**src/rtl/keccak_pkg.sv**
```systemverilog
// Shared types and lane geometry for the keccak byte packer.
package keccak_pkg;

    localparam int unsigned LANE_W   = 8;
    localparam int unsigned LANE_MSB = 31;

    typedef enum logic [2:0] {
        StIdle,
        StClr,
        StFill,
        StSend,
        StTail,
        StWait,
        StDone
    } state_e;

    // Lane 0 is the most significant byte of the word.
    function automatic logic [4:0] lane_lsb(input logic [1:0] lane);
        return 5'(LANE_MSB + 1 - LANE_W * (32'(lane) + 1));
    endfunction

endpackage

```
**src/rtl/keccak_byte_packer.sv**
```systemverilog
// Packs a valid/ready byte stream into 32-bit words for the keccak core, clearing the core
// before every message and appending the empty final word when the length is a multiple of 4.
module keccak_byte_packer
    import keccak_pkg::*;
#(
    parameter logic [7:0]  PAD_BYTE   = 8'h00,
    parameter int unsigned CLR_CYCLES = 1
) (
    input  logic        clk,
    input  logic        reset,
    input  logic [7:0]  s_data,
    input  logic        s_valid,
    input  logic        s_last,
    output logic        s_ready,
    output logic        core_reset,
    output logic [31:0] core_in,
    output logic        core_in_ready,
    output logic        core_is_last,
    output logic [1:0]  core_byte_num,
    input  logic        core_buffer_full,
    input  logic        core_out_ready,
    output logic        busy,
    output logic        msg_done
);

    localparam int unsigned     ClrW    = (CLR_CYCLES > 1) ? $clog2(CLR_CYCLES) : 1;
    localparam logic [ClrW-1:0] ClrLast = ClrW'(CLR_CYCLES - 1);
    localparam logic [31:0]     PadWord = {4{PAD_BYTE}};

    state_e          state_q, state_d;
    logic [1:0]      cnt_q, cnt_d;
    logic [ClrW-1:0] clr_cnt_q, clr_cnt_d;
    logic [31:0]     word_q, word_d;
    logic            last_q, last_d;
    logic [1:0]      bn_q, bn_d;
    logic            tail_q, tail_d;

    always_ff @(posedge clk or negedge reset) begin
        if (!reset) begin
            state_q   <= StIdle;
            cnt_q     <= '0;
            clr_cnt_q <= '0;
            word_q    <= PadWord;
            last_q    <= 1'b0;
            bn_q      <= '0;
            tail_q    <= 1'b0;
        end else begin
            state_q   <= state_d;
            cnt_q     <= cnt_d;
            clr_cnt_q <= clr_cnt_d;
            word_q    <= word_d;
            last_q    <= last_d;
            bn_q      <= bn_d;
            tail_q    <= tail_d;
        end
    end

    always_comb begin
        state_d       = state_q;
        cnt_d         = cnt_q;
        clr_cnt_d     = clr_cnt_q;
        word_d        = word_q;
        last_d        = last_q;
        bn_d          = bn_q;
        tail_d        = tail_q;
        s_ready       = 1'b0;
        core_reset    = 1'b0;
        core_in       = '0;
        core_in_ready = 1'b0;
        core_is_last  = 1'b0;
        core_byte_num = '0;
        msg_done      = 1'b0;
        busy          = (state_q != StIdle);

        unique case (state_q)
            StIdle: begin
                clr_cnt_d = '0;
                if (s_valid) state_d = StClr;
            end
            StClr: begin
                core_reset = 1'b1;
                cnt_d      = '0;
                if (clr_cnt_q == ClrLast) begin
                    clr_cnt_d = '0;
                    state_d   = StFill;
                end else begin
                    clr_cnt_d = clr_cnt_q + ClrW'(1);
                end
            end
            StFill: begin
                s_ready = 1'b1;
                if (s_valid) begin
                    word_d[lane_lsb(cnt_q) +: LANE_W] = s_data;
                    cnt_d = s_last ? 2'd0 : cnt_q + 2'd1;
                    // A final byte that completes a word defers is_last to the empty tail word.
                    if (s_last || cnt_q == 2'd3) begin
                        state_d = StSend;
                        last_d  = s_last && (cnt_q != 2'd3);
                        tail_d  = s_last && (cnt_q == 2'd3);
                        bn_d    = (s_last && cnt_q != 2'd3) ? cnt_q + 2'd1 : 2'd0;
                    end
                end
            end
            StSend: begin
                core_in_ready = 1'b1;
                core_in       = word_q;
                core_is_last  = last_q;
                core_byte_num = bn_q;
                if (!core_buffer_full) begin
                    word_d = PadWord;
                    last_d = 1'b0;
                    bn_d   = '0;
                    if (tail_q)      state_d = StTail;
                    else if (last_q) state_d = StWait;
                    else             state_d = StFill;
                end
            end
            StTail: begin
                core_in_ready = 1'b1;
                core_is_last  = 1'b1;
                if (!core_buffer_full) begin
                    tail_d  = 1'b0;
                    state_d = StWait;
                end
            end
            StWait: begin
                if (core_out_ready) state_d = StDone;
            end
            StDone: begin
                msg_done = 1'b1;
                state_d  = StIdle;
            end
            default: state_d = StIdle;
        endcase
    end

endmodule

```
**config.mk**
```make
export PLATFORM = sky130hd
export DESIGN_NAME = keccak_byte_packer
export DESIGN_NICKNAME = d
export VERILOG_FILES = /design/src/rtl/keccak_pkg.sv /design/src/rtl/keccak_byte_packer.sv
export SDC_FILE = /design/constraint.sdc
export NUM_CORES = 1
export LEC_CHECK = 0
export ABC_AREA = 1
export CORE_AREA = 2 2 72 74
export CTS_CLUSTER_SIZE = 20
export DETAILED_ROUTE_END_ITERATION = 16
export DIE_AREA = 0 0 74 76
export PLACE_DENSITY = 0.82
export SYNTH_ARGS = -nofsm -noshare
export SYNTH_HDL_FRONTEND = slang
export SYNTH_SLANG_ARGS = --single-unit
export TNS_END_PERCENT = 10
```
**constraint.sdc**
```tcl
create_clock -name clk -period 3 [get_ports clk]
set_clock_uncertainty 0.1 [all_clocks]
set_input_delay 0.6 -clock clk [delete_from_list [all_inputs] [get_ports clk]]
set_output_delay 0.6 -clock clk [all_outputs]
set_load 0.005 [all_outputs]
```
==> impl_metrics.csv <==
group,metric,value,unit
outcome,outcome,"complete, no violations",
power,p_sw,896,uW
setup_path,crit_path_start_kind,"register",
clock_tree,cts_buffers,5,
layout,fin_util,64.4,%
clock_tree,htreeDepth,2,
setup_path,critPathBufInv,3,
setup_path,crit_fanout,25,
layout,nFillCells,444,
detailed_routing,vias,2438,
layout,layout_common_cells,"nand2_1, nor2_1, clkdlybuf4s50_1",
worst_hold_path,hold_class,"in2async",
power,combPwrFrac,46.7,%
floorplanning,num_io_pins,54,
setup_path,max_stage_delay,510,ps
floorplanning,die_area,0.00562,mm^2
clock_tree,cts_root_buf,"clkbuf_8",
floorplanning,die_h,76,um
setup_path,crit_family,"buffers and inverters",
timing,tns,0,ps
clock_tree,clock_sinks,41,
clock_tree,clockBufferDepth,2,
clock_tree,cts_tree,"done",
clock_tree,cts_setup_buffers,0,
power,power_density,633,mW/mm^2
synthesis,synth_area,0.00255,mm^2
global_routing,grt_pass1_wl,10200,um
power,p_sw_share,44.8,%
timing,finalCritPeriodShare,92.1,%
detailed_routing,antenna_left,0,
layout,final_cells,502,
place,dp_slack,434,ps
timing,rsz0062_at_grt,"false",
synthesis,netlist_instances,386,
timing,finalHoldWorstSlack,328,ps
floorplanning,die_width,74,um
place,dpl_cell_area,0.00307,mm^2
synthesis,synth_nets,405,
global_routing,first_global_vias,2342,
timing,worst_pin_slew,904,ps
setup_path,critPathKind,"reg2out",
layout,postLayoutCellArea,0.00316,mm^2
global_routing,grt.overflow.total,0,
global_routing,grt_max_degree,42,
timing,fmax,362,MHz
layout,drive_gt1_share,5.09,%
synthesis,yosysSeqAreaShare,40.2,%
place,dp.cells,494,
timing,period_needed,2760,ps
synthesis,ys_types,24,
job,maxCapViolCount,0,
layout,syn_to_final_growth,24.0,%
power,cell_internal_pwr,1.11,mW
place,gp_congestion,0.924,
timing,setup_ws,236,ps
detailed_routing,wire_per_inst,11.4,um
setup_path,critPathRequiredTime,2300,ps
floorplanning,coreArea,0.00491,mm^2
layout,final_common_cell,"nand2_1",
timing,setup_viol_count_final,0,
power,seqPwrFrac,35.7,%
setup_path,worst_ep_arrival_time,2060,ps
clock_tree,path_clk_slew,80,ps
place,place_hpwl,4230,um
power,p_leak,1.53,nW
detailed_routing,wl,5730,um
timing,maxSlewHeadroom,39.8,%
floorplanning,initial_core_util,52.0,%
place,port_buffers,53,
detailed_routing,vias_per_cell,4.86,
global_routing,grt_usage,22.9,%
synthesis,syn_area_per_cell,6.61,um^2
setup_path,worst_setup_path_end_kind,"output pin",
power,ir_drop,0.433,mV
layout,finalNetCount,450,
setup_path,crit_chain,"inv_1, nor2_4, nand2_4, buf_4, nor2_1, clkdlybuf4s50_1",
detailed_routing,drcViolationCount,0,
floorplanning,rows,26,
timing,maxSlewViolCount,0,
detailed_routing,drt_first_pass_iters,4,
synthesis,synth-seq-cells,41,
setup_path,worst_path_max_delay_cell,"clkdlybuf4s50_1",
power,pwr-share-clk,17.7,%
clock_tree,clock_latency,290,ps
clock_tree,hold_buffers,0,
layout,antenna_cells,0,
timing,hold_viol,0,
global_routing,antenna_found_initial,0,
detailed_routing,drt_iter0_markers,209,
synthesis,ys_warn_count,0,
clock_tree,cts_resized,0,
power,p_total,2.00,mW
[layout make-up]
class	count	area [um^2]	area share, %
multi-input cells	279	1240	39.3
flip-flops and latches	41	1030	32.4
repair buffers	54	533	16.8
inverters	50	193	6.09
well taps	70	87.6	2.77
clock buffers	6	72.6	2.29
clock inverters	2	10.0	0.316
[flip-flops by register name (all words and copies together) (netlist names)]
register	cells
tail_q	1
last_q	1
bn_q	2
word_q	32
cnt_q	2
state_q	3
[final timing paths]
path                       startpoint                to  slack (ps)  cells past startpoint
setup / recovery           state_q[1]  core_byte_num[1]         240                      6
hold / removal                  reset        state_q[0]         330                      1
setup reg to reg             cnt_q[0]        word_q[15]         570                      8
hold reg to reg             word_q[5]         word_q[5]         380                      2
max in group asynchronous       reset        word_q[10]        1910                      1
min in group clk            word_q[5]         word_q[5]         380                      2
[layer usage]
metal | global-route usage [%] | up-vias | routed length [um]
met2 | 38.1 | 61 | 2850
met3 | 4.10 | 13 | 208
met4 | 10.4 | 0 | 127
li1 | - | 1271 | -
met5 | 0 | - | 0
met1 | 28.4 | 1093 | 2540
[power groups by stage]
stage                     combinational [mW]  clock (mW)  sequential [mW]
after CTS                              0.929       0.364            0.710
final                                  0.934       0.354            0.714
after global routing                    1.06       0.383            0.726
after floorplan                        0.741           0            0.694
after detailed placement               0.926           0            0.720
after global placement                 0.895           0            0.713
[kinds of logic (layout without fill, tap and decap cells)]
| group | after synthesis | count (layout) | synth area share [%] |
|---|---|---|---|
| AND/OR/NAND/NOR | 262 | 262 | 43.4 |
| flip-flops | 41 | 41 | 40.2 |
| AO/OA/AOI/OAI | 12 | 12 | 2.45 |
| buffers and inverters | 66 | 112 | 11.5 |
| adder cells (fa/ha/maj) | 5 | 5 | 2.45 |
[cells in the mapped netlist]
master,count,share of area (%)
nor3_1,11,2.2
nor2_2,1,0.25
and3_1,1,0.25
nand2_4,2,0.88
nand2_1,112,16
buf_6,4,1.8
ha_1,5,2.5
inv_1,47,6.9
buf_2,6,1.2
nand3_1,50,9.8
nand2_2,5,1.2
clkbuf_1,5,0.74
or2_1,2,0.49
a21oi_1,1,0.20
nor2_1,76,11
dfrtp_1,41,40
inv_4,2,0.49
nor2_4,1,0.44
o21ai_1,2,0.39
o21ai_0,8,1.6
buf_4,1,0.29
a21boi_0,1,0.29
inv_2,1,0.15
or2_2,1,0.25
Note: power is estimated with default switching activity, not from simulation.
